===== config.mk =====
export PLATFORM = sky130hd
export DESIGN_NAME = dsd_sp_fifo_flat
export DESIGN_NICKNAME = d
export VERILOG_FILES = /design/src/rtl/dsd_sp_fifo_if.sv /design/src/rtl/dsd_sp_fifo.sv /design/src/flat_wrapper.sv
export SDC_FILE = /design/constraint.sdc
export NUM_CORES = 1
export LEC_CHECK = 0
export ABC_AREA = 1
export ABC_CLOCK_PERIOD_IN_PS = 5670
export BUFFER_PORTS_ARGS = -buffer_cell sky130_fd_sc_hd__buf_2
export CORE_ASPECT_RATIO = 1.2
export CORE_MARGIN = 5
export CORE_UTILIZATION = 51
export CTS_CLUSTER_DIAMETER = 40
export DETAILED_ROUTE_END_ITERATION = 7
export GPL_TIMING_DRIVEN = 0
export PLACE_DENSITY = 0.74
export SLEW_MARGIN = 40
export SYNTH_ARGS = -nofsm -noshare
export SYNTH_HDL_FRONTEND = slang
export SYNTH_SLANG_ARGS = --single-unit

===== constraint.sdc =====
create_clock -name mclk -period 5.67 [get_ports mclk]
set_input_delay 0.8505 -clock mclk [delete_from_list [all_inputs] [get_ports mclk]]
set_output_delay 0.8505 -clock mclk [all_outputs]
set_load 0.1 [all_outputs]

===== src/rtl/dsd_sp_fifo_if.sv =====
// ---------------------------------------------------------------------------
// dsd_sp_fifo_if
// Bundles the streaming ports and the single-port RAM pins of dsd_sp_fifo.
//
// Streaming input : in_valid, in_data, in_ready
// Streaming output: out_valid, out_data, out_ready
// Status          : level (words held: RAM + prefetch buffer + in-flight read)
// RAM pins        : ram_wen, ram_addr, ram_wdata (driven by the FIFO),
//                   ram_rdata (returned by the RAM one cycle after the address)
//
// Modports:
//   slave  - the FIFO controller itself
//   master - the surrounding environment (producer, consumer and RAM)
// ---------------------------------------------------------------------------
interface dsd_sp_fifo_if #(
   parameter int AW = 10,
   parameter int DW = 18
);

   logic          in_valid;
   logic [DW-1:0] in_data;
   logic          in_ready;

   logic          out_valid;
   logic [DW-1:0] out_data;
   logic          out_ready;

   logic [AW:0]   level;

   logic          ram_wen;
   logic [AW-1:0] ram_addr;
   logic [DW-1:0] ram_wdata;
   logic [DW-1:0] ram_rdata;

   modport slave (
      input  in_valid,
      input  in_data,
      output in_ready,
      output out_valid,
      output out_data,
      input  out_ready,
      output level,
      output ram_wen,
      output ram_addr,
      output ram_wdata,
      input  ram_rdata
   );

   modport master (
      output in_valid,
      output in_data,
      input  in_ready,
      input  out_valid,
      input  out_data,
      output out_ready,
      input  level,
      input  ram_wen,
      input  ram_addr,
      input  ram_wdata,
      output ram_rdata
   );

endinterface


===== src/rtl/dsd_sp_fifo.sv =====
// ---------------------------------------------------------------------------
// dsd_sp_fifo
// Streaming FIFO built on one single-port 2^AW x DW RAM. The RAM takes one
// access per cycle, so writes and reads are arbitrated; under contention they
// strictly alternate. A 2-entry prefetch buffer in front of the output hides
// the RAM's one-cycle read latency, giving a total capacity of 2^AW + 2 words.
//
// Ports:
//   mclk   - clock, all state updates on the rising edge
//   rst    - asynchronous active-high reset
//   flush  - synchronous clear of all contents (wins over write and pop)
//   bus    - dsd_sp_fifo_if.slave: valid/ready input stream, valid/ready
//            output stream (registered), level, and the RAM pins
// ---------------------------------------------------------------------------
module dsd_sp_fifo #(
   parameter int AW = 10,
   parameter int DW = 18
) (
   input  logic          mclk,
   input  logic          rst,
   input  logic          flush,
   dsd_sp_fifo_if.slave  bus
);

   localparam logic [AW:0]   RAM_FULL = {1'b1, {AW{1'b0}}};
   localparam logic [AW:0]   CNT_ONE  = {{AW{1'b0}}, 1'b1};
   localparam logic [AW-1:0] PTR_ONE  = {{(AW-1){1'b0}}, 1'b1};

   // RAM bookkeeping
   logic [AW-1:0] wr_ptr_q,   wr_ptr_d;
   logic [AW-1:0] rd_ptr_q,   rd_ptr_d;
   logic [AW:0]   ram_cnt_q,  ram_cnt_d;
   logic          inflight_q, inflight_d;
   logic          last_wr_q,  last_wr_d;

   // Prefetch buffer; entry 0 is the head presented on out_data
   logic [1:0]    ob_cnt_q,    ob_cnt_d;
   logic [DW-1:0] ob0_q,       ob0_d;
   logic [DW-1:0] ob1_q,       ob1_d;
   logic          out_valid_q, out_valid_d;

   // Arbitration terms
   logic          pop;
   logic          rd_want;
   logic          in_ready;
   logic          wr_fire;
   logic          rd_fire;
   logic [2:0]    occ;
   logic [2:0]    occ_limit;

   // Arbitration between the single RAM port's two users.
   // A read is wanted when the RAM holds data and the buffer (counting the
   // word already on its way back, minus a word leaving this cycle) still has
   // room. The comparison is rewritten as occ < 2 + pop so it never underflows.
   // Writes normally win; a read wins only right after a write, which makes
   // the two strictly alternate when both are pending.
   always_comb begin
      pop       = out_valid_q && bus.out_ready;
      occ       = {1'b0, ob_cnt_q} + {2'b00, inflight_q};
      occ_limit = 3'd2 + {2'b00, pop};
      rd_want   = (ram_cnt_q != '0) && (occ < occ_limit);
      in_ready  = !rst && !flush && (ram_cnt_q != RAM_FULL) && !(rd_want && last_wr_q);
      wr_fire   = bus.in_valid && in_ready;
      rd_fire   = rd_want && !wr_fire && !flush;
   end

   // RAM pins and outputs. When idle the address rests on rd_ptr.
   // level counts every word owned by the block, including the read in flight.
   assign bus.in_ready  = in_ready;
   assign bus.ram_wen   = wr_fire;
   assign bus.ram_addr  = wr_fire ? wr_ptr_q : rd_ptr_q;
   assign bus.ram_wdata = bus.in_data;
   assign bus.out_valid = out_valid_q;
   assign bus.out_data  = ob0_q;
   assign bus.level     = ram_cnt_q
                        + {{(AW-1){1'b0}}, ob_cnt_q}
                        + {{AW{1'b0}}, inflight_q};

   // Next-state logic for pointers, counters and the prefetch buffer.
   // Flush clears all bookkeeping and drops any returning read data. The
   // buffer entries themselves are left alone; with ob_cnt at zero they are
   // dead and will be overwritten before they are ever shown.
   always_comb begin
      wr_ptr_d    = wr_ptr_q;
      rd_ptr_d    = rd_ptr_q;
      ram_cnt_d   = ram_cnt_q;
      inflight_d  = inflight_q;
      last_wr_d   = last_wr_q;
      ob_cnt_d    = ob_cnt_q;
      ob0_d       = ob0_q;
      ob1_d       = ob1_q;

      if (flush) begin
         wr_ptr_d   = '0;
         rd_ptr_d   = '0;
         ram_cnt_d  = '0;
         inflight_d = 1'b0;
         last_wr_d  = 1'b0;
         ob_cnt_d   = 2'd0;
      end else begin
         if (wr_fire) begin
            wr_ptr_d  = wr_ptr_q + PTR_ONE;
            last_wr_d = 1'b1;
         end
         if (rd_fire) begin
            rd_ptr_d  = rd_ptr_q + PTR_ONE;
            last_wr_d = 1'b0;
         end
         inflight_d = rd_fire;

         case ({wr_fire, rd_fire})
            2'b10:   ram_cnt_d = ram_cnt_q + CNT_ONE;
            2'b01:   ram_cnt_d = ram_cnt_q - CNT_ONE;
            default: ram_cnt_d = ram_cnt_q;
         endcase

         // Returning data lands behind whatever remains after this cycle's pop
         if (inflight_q && pop) begin
            if (ob_cnt_q == 2'd2) begin
               ob0_d = ob1_q;
               ob1_d = bus.ram_rdata;
            end else begin
               ob0_d = bus.ram_rdata;
            end
         end else if (inflight_q) begin
            if (ob_cnt_q == 2'd0) begin
               ob0_d = bus.ram_rdata;
            end else begin
               ob1_d = bus.ram_rdata;
            end
            ob_cnt_d = ob_cnt_q + 2'd1;
         end else if (pop) begin
            ob0_d    = ob1_q;
            ob_cnt_d = ob_cnt_q - 2'd1;
         end
      end

      out_valid_d = (ob_cnt_d != 2'd0);
   end

   // State registers with asynchronous reset
   always_ff @(posedge mclk or posedge rst) begin
      if (rst) begin
         wr_ptr_q    <= '0;
         rd_ptr_q    <= '0;
         ram_cnt_q   <= '0;
         inflight_q  <= 1'b0;
         last_wr_q   <= 1'b0;
         ob_cnt_q    <= 2'd0;
         ob0_q       <= '0;
         ob1_q       <= '0;
         out_valid_q <= 1'b0;
      end else begin
         wr_ptr_q    <= wr_ptr_d;
         rd_ptr_q    <= rd_ptr_d;
         ram_cnt_q   <= ram_cnt_d;
         inflight_q  <= inflight_d;
         last_wr_q   <= last_wr_d;
         ob_cnt_q    <= ob_cnt_d;
         ob0_q       <= ob0_d;
         ob1_q       <= ob1_d;
         out_valid_q <= out_valid_d;
      end
   end

endmodule


===== src/flat_wrapper.sv =====
// flat-port wrapper written by rule: the top's interface ports become plain ports
module dsd_sp_fifo_flat 
#(
   parameter int AW = 10,
   parameter int DW = 18
)
  (mclk, rst, flush, bus_in_valid, bus_in_data, bus_in_ready, bus_out_valid, bus_out_data, bus_out_ready, bus_level, bus_ram_wen, bus_ram_addr, bus_ram_wdata, bus_ram_rdata);
  dsd_sp_fifo_if #(.AW(AW), .DW(DW)) bus_i ();
  input  logic mclk;
  input  logic rst;
  input  logic flush;
  input wire logic [$bits(bus_i.in_valid)-1:0] bus_in_valid;
  input wire logic [$bits(bus_i.in_data)-1:0] bus_in_data;
  output wire logic [$bits(bus_i.in_ready)-1:0] bus_in_ready;
  output wire logic [$bits(bus_i.out_valid)-1:0] bus_out_valid;
  output wire logic [$bits(bus_i.out_data)-1:0] bus_out_data;
  input wire logic [$bits(bus_i.out_ready)-1:0] bus_out_ready;
  output wire logic [$bits(bus_i.level)-1:0] bus_level;
  output wire logic [$bits(bus_i.ram_wen)-1:0] bus_ram_wen;
  output wire logic [$bits(bus_i.ram_addr)-1:0] bus_ram_addr;
  output wire logic [$bits(bus_i.ram_wdata)-1:0] bus_ram_wdata;
  input wire logic [$bits(bus_i.ram_rdata)-1:0] bus_ram_rdata;
  assign bus_i.in_valid = bus_in_valid;
  assign bus_i.in_data = bus_in_data;
  assign bus_in_ready = bus_i.in_ready;
  assign bus_out_valid = bus_i.out_valid;
  assign bus_out_data = bus_i.out_data;
  assign bus_i.out_ready = bus_out_ready;
  assign bus_level = bus_i.level;
  assign bus_ram_wen = bus_i.ram_wen;
  assign bus_ram_addr = bus_i.ram_addr;
  assign bus_ram_wdata = bus_i.ram_wdata;
  assign bus_i.ram_rdata = bus_ram_rdata;
  dsd_sp_fifo #(.AW(AW), .DW(DW)) u_core (.mclk(mclk), .rst(rst), .flush(flush), .bus(bus_i));
endmodule

==> impl_table.tex, run 1 <==
\begin{tabular}{lr}
\hline
Metric & Value \\
\hline
\multicolumn{2}{l}{\textbf{Timing}} \\
Final Setup Violations & 0 \\
Share of the cycle needed by the critical path after routing & 0.715 \\
Fmax & 247 MHz \\
Hold Fails Final Rpt & 0 \\
Final-report max-slew violation count & 0 \\
Unrepaired setup endpoints after global routing & no \\
Post-route clock skew & 0.00679 ns \\
Min Tclk post-route & 4.06 ns \\
Worst slew margin relative to its limit & 0.551 \\
Worst slew pin tran & 0.670 ns \\
Accumulated negative setup slack & 0 ns \\
Smallest hold slack & 0.471 ns \\
Final setup slack of the worst path & 1.61 ns \\
\multicolumn{2}{l}{\textbf{Logic synthesis}} \\
Cell taking the most area after synthesis & sky130\_fd\_sc\_hd\_\_dfrtp\_1 \\
Register bit total from synthesis & 72 \\
Area fraction of the dominant cell type after synthesis & 0.413 \\
Synth area leaders & sky130\_fd\_sc\_hd\_\_dfrtp\_1, sky130\_fd\_sc\_hd\_\_nand2\_1, sky130\_fd\_sc\_hd\_\_o21ai\_0, sky130\_fd\_sc\_hd\_\_inv\_1, sky130\_fd\_sc\_hd\_\_mux2\_2 \\
Portion of the post-synthesis area used by sequential elements & 0.413 \\
Synth unique cells & 38 \\
Count of warnings emitted by yosys & 0 \\
Nets in the synthesized netlist & 595 \\
Instance count of the mapped netlist & 535 \\
Post-synthesis instance area & 4360 um2 \\
Synthesized area divided by synthesized cell count & 8.15 um2 \\
\multicolumn{2}{l}{\textbf{Floorplanning}} \\
DIE HEIGHT & 111 um \\
Die Footprint & 10,500 um2 \\
Std-Cell Rows & 37 \\
Floorplan Core Area & 8470 um2 \\
Horizontal die dimension & 94.4 um \\
Effective utilization at floorplan & 0.515 \\
Boundary Pins & 101 \\
\multicolumn{2}{l}{\textbf{Pwr}} \\
Peak supply drop & 333 uV \\
Power consumption & 3.07 mW \\
Power density of the placed cells & 601 nW/um2 \\
Leak Pwr & 2.58 nW \\
\multicolumn{2}{l}{\textbf{Critical path}} \\
Top cell family by delay on the critical path & buffers and inverters \\
R2r setup slk & 2.04 ns \\
Chain of cells forming the critical path & clkbuf\_1 > inv\_1 > fa\_1 > inv\_1 > fa\_1 > nand3\_1 > nor3\_1 > nand3\_1 > nor3\_1 > xor2\_1 > buf\_2 \\
Logic depth of the worst register-to-register path & 16 \\
Slowest library cell on the worst path & sky130\_fd\_sc\_hd\_\_buf\_2 \\
Startpoint types & flip-flop \\
CP Capture Type & output port \\
Arrival time at the worst endpoint & 3.21 ns \\
Reg2reg start & u\_core.ob\_cnt\_q[0] \\
CP Data Required Time & 4.82 ns \\
Highest net fanout along the worst path & 6 \\
Critical register-to-register path endpoint & u\_core.ram\_cnt\_q[8] \\
Stage delay of the slowest cell on the critical path & 0.45 ns \\
Buffers and inverters on the worst path & 4 \\
Worst setup path category & flip-flop to output port \\
\multicolumn{2}{l}{\textbf{Clocking}} \\
Post-CTS Setup Bufs & 0 \\
Clock input transition at the sequential cells of the worst setup and hold paths & 0.07 ns \\
Clock Sinks & 72 \\
Inserted Clock Buffers & 9 \\
Post-CTS Hold Fix Bufs & 0 \\
TritonCTS clock tree & yes \\
CTS Root Buffer Type & sky130\_fd\_sc\_hd\_\_clkbuf\_8 \\
Insertion delay to the later sink of the worst-skew pair & 0.35 ns \\
Post-CTS sizing & 0 \\
H-tree depth reported by CTS & 3 \\
CTS max path bufs & 2 \\
\multicolumn{2}{l}{\textbf{Route}} \\
Post-route antenna net violation count & 0 \\
Drt wl/cell & 13.5 um \\
Via-per-instance ratio & 5.16 \\
DR pass1 iterations & 5 \\
Final routed DRC violation total & 0 \\
Total routed wirelength & 10,100 um \\
Count of routing violations after the opening detailed-route iteration & 188 \\
Via total after detailed routing & 3,872 \\
\multicolumn{2}{l}{\textbf{Cells and area}} \\
Share of cells above drive strength 1 & 0.252 \\
Commonest non-fill, non-tap cell in the layout & sky130\_fd\_sc\_hd\_\_nand2\_1 \\
Cell area after layout & 5110 um2 \\
End-of-flow core utilization & 0.603 \\
Non-filler cells, final & 751 \\
Area growth syn-to-layout & 17.2\% \\
Total area of multi-input combinational cells & 2080 um2 \\
Antenna cells & 0 \\
Storage element area & 1800 um2 \\
FILL cells & 783 \\
Net count of the finished layout & 689 \\
Commonest non-fill, non-tap cells in the layout & sky130\_fd\_sc\_hd\_\_nand2\_1, sky130\_fd\_sc\_hd\_\_buf\_2, sky130\_fd\_sc\_hd\_\_dfrtp\_1, sky130\_fd\_sc\_hd\_\_inv\_1, sky130\_fd\_sc\_hd\_\_o21ai\_0 \\
\multicolumn{2}{l}{\textbf{Placed design}} \\
Cell total after placement & 735 \\
Worst slack at placement & 1.84 ns \\
HPWL Detailed & 7750 um \\
Weighted congestion at the end of routability-driven global placement & 0.889 \\
Count of buffers from port buffering & 82 \\
DP Area & 4940 um2 \\
\multicolumn{2}{l}{\textbf{Global route}} \\
Total congestion overflow & 0 \\
Number of antenna violations at the first check in global routing & 0 \\
Wire length of the first global-routing pass & 17,500 um \\
Largest net degree at the start of global routing & 45 \\
Overall global routing resource usage & 0.208 \\
Vias in the first global route & 3,784 \\
\multicolumn{2}{l}{\textbf{Hold path}} \\
Path class of the lowest-slack min-delay path & input pin to async pin \\
\multicolumn{2}{l}{\textbf{Flow run}} \\
Max\_cap viols & 0 \\
\multicolumn{2}{l}{\textbf{Run status}} \\
Run status & completed \\
\hline
\end{tabular}
layout make-up:
class                           instances  area share
Clock inverter                          3     0.00343
Sequential cell                        72       0.353
Timing Repair Buffer                   83      0.0843
Clock buffer                           13      0.0291
Inverter                               68      0.0509
Multi-Input combinational cell        361       0.408
Buffer                                 34      0.0431
Tap cell                              117      0.0287
sequential cells by signal, indices dropped and copies added, names as in the netlist:
name                  count
u_core.wr_ptr_q          10
u_core.ob_cnt_q           2
u_core.ram_cnt_q         11
u_core.last_wr_q          1
u_core.bus.out_valid      1
u_core.inflight_q         1
u_core.rd_ptr_q          10
u_core.bus.out_data      18
u_core.ob1_q             18
Yosys cell counts, drive strengths merged:
master / count
nand2: 117
dfrtp: 72
inv: 68
o21ai: 68
nand3: 32
buf: 24
nor2: 22
a21oi: 18
mux2: 18
nor3: 18
ha: 16
xor2: 14
nand4: 11
clkbuf: 10
or2: 7
o31ai: 5
fa: 3
a31oi: 2
nor4: 2
o21bai: 2
and2: 1
nand3b: 1
o211ai: 1
o21a: 1
o221ai: 1
xnor2: 1
power by group:
| group | internal, mW | switching, mW |
|---|---|---|
| Clock | 0.170 | 0.187 |
| Combinational | 0.453 | 1.46 |
| Sequential | 0.677 | 0.119 |
| Total | 1.30 | 1.77 |
worst max path at each step:
stage	start	endpoint	slack (ns)	depth (start not counted)
final	u_core.inflight_q	bus_level[10]	1.61	11
after global placement	rst	u_core.ram_cnt_q[8]	-0.14	16
after detailed placement	rst	u_core.ram_cnt_q[8]	1.84	16
after global routing	u_core.inflight_q	bus_level[10]	1.24	11
after CTS	u_core.inflight_q	bus_level[10]	1.56	11
after floorplan	rst	bus_ram_addr[1]	-0.40	6
worst register-to-register path, delay by kind of cell (launching register included):
kind                       cells  cell delay (ns)
and+or+nand+nor                5             0.79
AOI/OAI and AO/OA              6             1.04
adders and majority gates      3             0.83
buffers and inverters          2             0.50
DFF                            1             0.38
per-layer routing:
layer  wire (um)  vias to the layer above  part of all wire  global-route usage
met5           0                        -                 0                   0
met3         548                       14             0.054              0.0394
met4         187                        0             0.018              0.0771
met2        5030                      107              0.50               0.349
li1            -                     1939                 -                   -
met1        4360                     1812              0.43               0.261
cell families (layout without fill, tap and decap cells):
kind of cell / Yosys count / count (layout) / share of synthesized area
AND/OR/NAND/NOR: 211 / 211 / 0.220
buffers and inverters: 102 / 201 / 0.109
AO/OA/AOI/OAI: 98 / 98 / 0.122
flip-flops: 72 / 72 / 0.413
adder cells (fa/ha/maj): 19 / 19 / 0.0597
multiplexers: 18 / 18 / 0.0465
XOR/XNOR: 15 / 15 / 0.0301
Note: power is estimated with default switching activity, not from simulation.
==> inputs of run 2 (changes only) <==
ABC_CLOCK_PERIOD_IN_PS = 3800   (was 5670)
clock period = 3.8 ns   (was 5.67 ns; I/O delays follow)
==> impl_table.tex, run 2 (synthesis results as in run 1) <==
\begin{tabular}{lr}
\hline
Metric & Value \\
\hline
\multicolumn{2}{l}{\textbf{Pwr}} \\
Share of power burned in the clock network & 0.144 (+0.028) \\
Switching power total & 2.68 mW (+51\%) \\
Power density of the placed cells & 902 nW/um2 (+50\%) \\
Logic gate share of total power & 0.608 (-0.016) \\
Peak supply drop & 606 uV (+82\%) \\
Power consumption & 4.75 mW (+55\%) \\
Seq pwr share & 0.249 (-0.010) \\
Share of total power consumed by net switching & 0.563 (-0.0135) \\
Leak Pwr & 2.63 nW (+1.8\%) \\
Int Power & 2.07 mW (+60\%) \\
\multicolumn{2}{l}{\textbf{Placed design}} \\
Count of buffers from port buffering & 82 (unchanged) \\
Worst slack at placement & -0.0873 ns (-1.93 ns) \\
Cell total after placement & 737 (+0.27\%) \\
HPWL Detailed & 7770 um (+0.25\%) \\
Weighted congestion at the end of routability-driven global placement & 0.866 (-2.7\%) \\
\multicolumn{2}{l}{\textbf{Global route}} \\
Number of antenna violations at the first check in global routing & 0 (unchanged) \\
Total congestion overflow & 0 (unchanged) \\
Overall global routing resource usage & 0.200 (-0.00777) \\
Vias in the first global route & 3,741 (-1.1\%) \\
Wire length of the first global-routing pass & 17,100 um (-2.6\%) \\
Largest net degree at the start of global routing & 26 (-42\%) \\
\multicolumn{2}{l}{\textbf{Floorplanning}} \\
Horizontal die dimension & 94.4 um (unchanged) \\
Std-Cell Rows & 37 (unchanged) \\
DIE HEIGHT & 111 um (unchanged) \\
Floorplan Core Area & 8470 um2 (unchanged) \\
Die Footprint & 10,500 um2 (unchanged) \\
Boundary Pins & 101 (unchanged) \\
Effective utilization at floorplan & 0.515 (unchanged) \\
\multicolumn{2}{l}{\textbf{Timing}} \\
Unrepaired setup endpoints after global routing & no \\
Final-report max-slew violation count & 0 (unchanged) \\
Worst slew pin tran & 0.632 ns (-0.0384 ns) \\
Fmax & 282 MHz \\
Final Setup Violations & 0 (unchanged) \\
Post-route clock skew & 0.00821 ns (+0.00142 ns) \\
Accumulated negative setup slack & 0 ns (unchanged) \\
Share of the cycle needed by the critical path after routing & 0.933 \\
Min Tclk post-route & 3.55 ns \\
Final setup slack of the worst path & 0.255 ns (-1.36 ns) \\
Worst slew margin relative to its limit & 0.577 (+0.0257) \\
Hold Fails Final Rpt & 0 (unchanged) \\
\multicolumn{2}{l}{\textbf{Flow run}} \\
Max\_cap viols & 0 (unchanged) \\
\multicolumn{2}{l}{\textbf{Clocking}} \\
Inserted Clock Buffers & 9 (unchanged) \\
CTS Root Buffer Type & sky130\_fd\_sc\_hd\_\_clkbuf\_8 \\
Insertion delay to the later sink of the worst-skew pair & 0.35 ns (about the same) \\
Clock input transition at the sequential cells of the worst setup and hold paths & 0.08 ns (about the same) \\
H-tree depth reported by CTS & 3 (unchanged) \\
TritonCTS clock tree & yes \\
Clock Sinks & 72 (unchanged) \\
CTS max path bufs & 2 (unchanged) \\
\multicolumn{2}{l}{\textbf{Hold path}} \\
Path class of the lowest-slack min-delay path & input pin to async pin \\
\multicolumn{2}{l}{\textbf{Route}} \\
Via total after detailed routing & 3,864 (-0.21\%) \\
Via-per-instance ratio & 5.12 (-0.60\%) \\
Drt wl/cell & 13.5 um (-0.17\%) \\
Final routed DRC violation total & 0 (unchanged) \\
Total routed wirelength & 10,100 um (+0.23\%) \\
DR pass1 iterations & 4 (-1) \\
Post-route antenna net violation count & 0 (unchanged) \\
Count of routing violations after the opening detailed-route iteration & 222 (+18\%) \\
\multicolumn{2}{l}{\textbf{Cells and area}} \\
Antenna cells & 0 (unchanged) \\
Commonest non-fill, non-tap cell in the layout & sky130\_fd\_sc\_hd\_\_nand2\_1 \\
Net count of the finished layout & 692 (+0.44\%) \\
Share of cells above drive strength 1 & 0.267 (+0.0145) \\
Area growth syn-to-layout & 20.8\% \\
Commonest non-fill, non-tap cells in the layout & sky130\_fd\_sc\_hd\_\_nand2\_1, sky130\_fd\_sc\_hd\_\_buf\_2, sky130\_fd\_sc\_hd\_\_dfrtp\_1, sky130\_fd\_sc\_hd\_\_inv\_1, sky130\_fd\_sc\_hd\_\_o21ai\_0 \\
End-of-flow core utilization & 0.622 (+0.0186) \\
Non-filler cells, final & 754 (+0.40\%) \\
\multicolumn{2}{l}{\textbf{Critical path}} \\
CP Capture Type & flip-flop \\
Highest net fanout along the worst path & 10 (+4) \\
Arrival time at the worst endpoint & 3.79 ns (+0.58 ns) \\
Startpoint types & flip-flop \\
CP Data Required Time & 4.04 ns (-0.78 ns) \\
Worst setup path category & flip-flop to flip-flop \\
R2r setup slk & 0.25 ns (-1.79 ns) \\
\multicolumn{2}{l}{\textbf{Run status}} \\
Run status & completed \\
\hline
\end{tabular}
==> run 2: cell count changes in the layout (fill, tap and decap cells not counted), sizes merged <==
cell | previous run | this run
clkbuf | 23 | 20
bufinv | 0 | 2
buf | 107 | 110
clkinv | 2 | 1
clkinvlp | 1 | 3
==> run 2: cell type report <==
class,count,area (um2)
buffer,34,220
clock buffer,10,128
clock inverter,6,92.6
fill,767,3210
inverter,68,259
multi-input combinational,361,2110
sequential,72,1800
tap,117,146
timing repair buffer,86,507
==> run 2: critical path: stages (launching register included) <==
cell	delay [ns]
sky130_fd_sc_hd__dfrtp_1	0.39
sky130_fd_sc_hd__ha_1	0.20
sky130_fd_sc_hd__ha_1	0.26
sky130_fd_sc_hd__a21oi_1	0.25
sky130_fd_sc_hd__nand3_2	0.14
sky130_fd_sc_hd__nand3_4	0.13
sky130_fd_sc_hd__buf_6	0.17
sky130_fd_sc_hd__nand3_2	0.17
sky130_fd_sc_hd__inv_2	0.24
sky130_fd_sc_hd__ha_1	0.31
sky130_fd_sc_hd__a21oi_1	0.22
sky130_fd_sc_hd__o21ai_0	0.15
sky130_fd_sc_hd__a21oi_1	0.27
sky130_fd_sc_hd__o21bai_1	0.12
sky130_fd_sc_hd__or2_2	0.28
sky130_fd_sc_hd__nand3_1	0.08
sky130_fd_sc_hd__nand2_1	0.05
==> run 2: layer usage <==
| metal | wire [um] | track usage |
|---|---|---|
| met2 | 5110 | 0.349 |
| met1 | 4340 | 0.250 |
| met5 | 0 | 0 |
| met4 | 114 | 0.0568 |
| met3 | 574 | 0.0353 |
==> run 2: through the flow <==
| stage | hold slack (ns) | area (um2) |
|---|---|---|
| 4_1_cts | 0.193 | 5250 |
| 6_report | 0.257 | 5270 |
| 5_1_grt | 0.260 | 5270 |
| 3_3_place_gp | 0.468 | 4940 |
| 3_5_place_dp | 0.474 | 5020 |
| 2_1_floorplan | 0.453 | 4380 |
==> run 2: what timing repair did <==
action / 4_1_cts / 5_1_grt
setup buffers: 0 / 1
setup endpoints to repair: 1 / 3
gates resized for setup: 1 / 3
hold buffers: 0 / 0
gates cloned: 0 / 0
==> run 2: final timing paths <==
check	start	endpoint	cells past startpoint
min	rst	u_core.ram_cnt_q[7]	3
min in group mclk	bus_ram_rdata[17]	u_core.ob1_q[17]	2
max in group asynchronous	rst	u_core.ob1_q[2]	4
min reg2reg	u_core.ob1_q[4]	u_core.ob1_q[4]	2
max	u_core.ob_cnt_q[0]	u_core.ram_cnt_q[7]	16
max reg2reg	u_core.ob_cnt_q[0]	u_core.ram_cnt_q[7]	16
==> run 2: power groups by stage <==
stage | Combinational (mW) | Clock, mW | Sequential [mW]
after floorplan | 1.76 | 0 | 1.82
after global placement | 2.82 | 0 | 1.19
after detailed placement | 2.89 | 0 | 1.20
after CTS | 2.89 | 0.696 | 1.18
after global routing | 3.11 | 0.729 | 1.22
final | 2.89 | 0.682 | 1.18
==> inputs of run 3 (changes only) <==
ABC_CLOCK_PERIOD_IN_PS = 4000   (was 3800)
SLEW_MARGIN = 0   (was 40)
clock period = 4 ns   (was 3.8 ns; I/O delays follow)
==> impl_table.tex, run 3 (synthesis results as in run 1) <==
\begin{tabular}{lr}
\hline
Metric & Value \\
\hline
\multicolumn{2}{l}{\textbf{Pwr}} \\
Leak Pwr & 2.60 nW (-1.3\%) \\
Peak supply drop & 553 uV (-8.7\%) \\
Power density of the placed cells & 849 nW/um2 (-5.9\%) \\
Power consumption & 4.37 mW (-8.0\%) \\
\multicolumn{2}{l}{\textbf{Clocking}} \\
H-tree depth reported by CTS & 3 (unchanged) \\
CTS max path bufs & 2 (unchanged) \\
Post-CTS Hold Fix Bufs & 0 (unchanged) \\
Clock input transition at the sequential cells of the worst setup and hold paths & 0.07 ns (about the same) \\
Clock Sinks & 72 (unchanged) \\
Insertion delay to the later sink of the worst-skew pair & 0.35 ns (about the same) \\
Inserted Clock Buffers & 9 (unchanged) \\
TritonCTS clock tree & yes \\
CTS Root Buffer Type & sky130\_fd\_sc\_hd\_\_clkbuf\_8 \\
\multicolumn{2}{l}{\textbf{Route}} \\
DR pass1 iterations & 4 (unchanged) \\
Post-route antenna net violation count & 0 (unchanged) \\
Total routed wirelength & 10,300 um (+1.9\%) \\
Via total after detailed routing & 3,887 (+0.60\%) \\
Via-per-instance ratio & 5.14 (+0.33\%) \\
Final routed DRC violation total & 0 (unchanged) \\
Count of routing violations after the opening detailed-route iteration & 178 (-20\%) \\
Drt wl/cell & 13.7 um (+1.7\%) \\
\multicolumn{2}{l}{\textbf{Cells and area}} \\
Net count of the finished layout & 694 (+0.29\%) \\
Commonest non-fill, non-tap cell in the layout & sky130\_fd\_sc\_hd\_\_nand2\_1 \\
Antenna cells & 0 (unchanged) \\
Commonest non-fill, non-tap cells in the layout & sky130\_fd\_sc\_hd\_\_nand2\_1, sky130\_fd\_sc\_hd\_\_buf\_2, sky130\_fd\_sc\_hd\_\_dfrtp\_1, sky130\_fd\_sc\_hd\_\_inv\_1, sky130\_fd\_sc\_hd\_\_o21ai\_0 \\
Share of cells above drive strength 1 & 0.260 (-0.00710) \\
Area growth syn-to-layout & 18.1\% \\
End-of-flow core utilization & 0.608 (-0.0139) \\
\multicolumn{2}{l}{\textbf{Placed design}} \\
HPWL Detailed & 7710 um (-0.76\%) \\
Weighted congestion at the end of routability-driven global placement & 0.865 (about the same) \\
Count of buffers from port buffering & 82 (unchanged) \\
\multicolumn{2}{l}{\textbf{Global route}} \\
Vias in the first global route & 3,839 (+2.6\%) \\
Largest net degree at the start of global routing & 38 (+46\%) \\
Wire length of the first global-routing pass & 17,600 um (+3.0\%) \\
Overall global routing resource usage & 0.208 (+0.00800) \\
Total congestion overflow & 0 (unchanged) \\
Number of antenna violations at the first check in global routing & 0 (unchanged) \\
\multicolumn{2}{l}{\textbf{Hold path}} \\
Path class of the lowest-slack min-delay path & input pin to async pin \\
\multicolumn{2}{l}{\textbf{Timing}} \\
Share of the cycle needed by the critical path after routing & 0.921 \\
Hold Fails Final Rpt & 0 (unchanged) \\
Fmax & 271 MHz \\
Worst slew margin relative to its limit & 0.426 (-0.151) \\
Final-report max-slew violation count & 0 (unchanged) \\
Final Setup Violations & 0 (unchanged) \\
Min Tclk post-route & 3.68 ns \\
Worst slew pin tran & 0.856 ns (+0.224 ns) \\
Unrepaired setup endpoints after global routing & no \\
Post-route clock skew & 0.00624 ns (-0.00197 ns) \\
\multicolumn{2}{l}{\textbf{Flow run}} \\
Max\_cap viols & 0 (unchanged) \\
\multicolumn{2}{l}{\textbf{Critical path}} \\
R2r setup slk & 0.33 ns (+0.08 ns) \\
Startpoint types & flip-flop \\
Arrival time at the worst endpoint & 3.08 ns (-0.71 ns) \\
CP Capture Type & output port \\
CP Data Required Time & 3.40 ns (-0.64 ns) \\
Highest net fanout along the worst path & 6 (-4) \\
Worst setup path category & flip-flop to output port \\
\multicolumn{2}{l}{\textbf{Floorplanning}} \\
Effective utilization at floorplan & 0.515 (unchanged) \\
Boundary Pins & 101 (unchanged) \\
Std-Cell Rows & 37 (unchanged) \\
Die Footprint & 10,500 um2 (unchanged) \\
Floorplan Core Area & 8470 um2 (unchanged) \\
Horizontal die dimension & 94.4 um (unchanged) \\
DIE HEIGHT & 111 um (unchanged) \\
\multicolumn{2}{l}{\textbf{Run status}} \\
Run status & completed \\
\hline
\end{tabular}
run 3: critical path, cell delays in order (launching register included):
cell and delay [ns]:
sky130_fd_sc_hd__dfrtp_1 0.37, sky130_fd_sc_hd__clkbuf_1 0.22, sky130_fd_sc_hd__inv_1 0.12, sky130_fd_sc_hd__fa_1 0.40
sky130_fd_sc_hd__inv_1 0.09, sky130_fd_sc_hd__fa_1 0.20, sky130_fd_sc_hd__nand3_1 0.16, sky130_fd_sc_hd__nor3_1 0.28
sky130_fd_sc_hd__nand3_1 0.18, sky130_fd_sc_hd__nor3_1 0.20, sky130_fd_sc_hd__xor2_1 0.17, sky130_fd_sc_hd__clkbuf_4 0.35
run 3: where the power goes:
part           internal [mW]  switching, mW
combinational          0.649           2.09
clock                  0.241          0.263
sequential             0.959          0.169
total                   1.85           2.52
run 3: metrics by stage:
step / setup slack, ns / cell area [um2] / TNS, ns / std cells / hold slack (ns)
after floorplan: -0.0375 / 4370 / -0.337 / 535 / 0.453
after global placement: -0.843 / 4920 / -7.21 / 734 / 0.467
after detailed placement: -0.399 / 4940 / -1.45 / 735 / 0.476
after CTS: 0.189 / 5120 / 0 / 752 / 0.293
after global routing: 0.0548 / 5150 / 0 / 756 / 0.310
final: 0.317 / 5150 / 0 / 756 / 0.316
run 3: routing by layer:
metal  part of all wire  global-route usage  vias up
met2               0.51               0.356      114
met3              0.059              0.0360       15
met5                  0                   0        -
li1                   -                   -     1946
met4              0.017              0.0713        0
met1               0.42               0.261     1812
run 3: area by class of cell:
class                           instances  area, um2
Buffer                                 34        220
Timing Repair inverter                  1       5.00
Multi-Input combinational cell        361       2090
Sequential cell                        72       1800
Fill cell                             753       3320
Inverter                               68        259
Timing Repair Buffer                   87        463
Tap cell                              117        146
Clock inverter                          3       17.5
Clock buffer                           13        149
run 3: path summary, 6_finish.rpt:
kind	cells past startpoint	to	start
max reg2reg	16	u_core.ram_cnt_q[8]	u_core.inflight_q
max	11	bus_level[10]	u_core.inflight_q
min	3	u_core.ob1_q[10]	rst
min reg2reg	2	u_core.ob1_q[16]	u_core.ob1_q[16]
max in group asynchronous	2	u_core.bus.out_data[7]	rst
min in group mclk	2	u_core.ob1_q[16]	u_core.ob1_q[16]
run 3: timing repair:
| item | CTS | global route |
|---|---|---|
| endpoints found under the hold margin | 0 | 0 |
| cloned | 1 | 0 |
| endpoints found under the setup margin | 1 | 3 |
| gates resized for setup | 0 | 1 |
| buffers inserted | 0 | 4 |
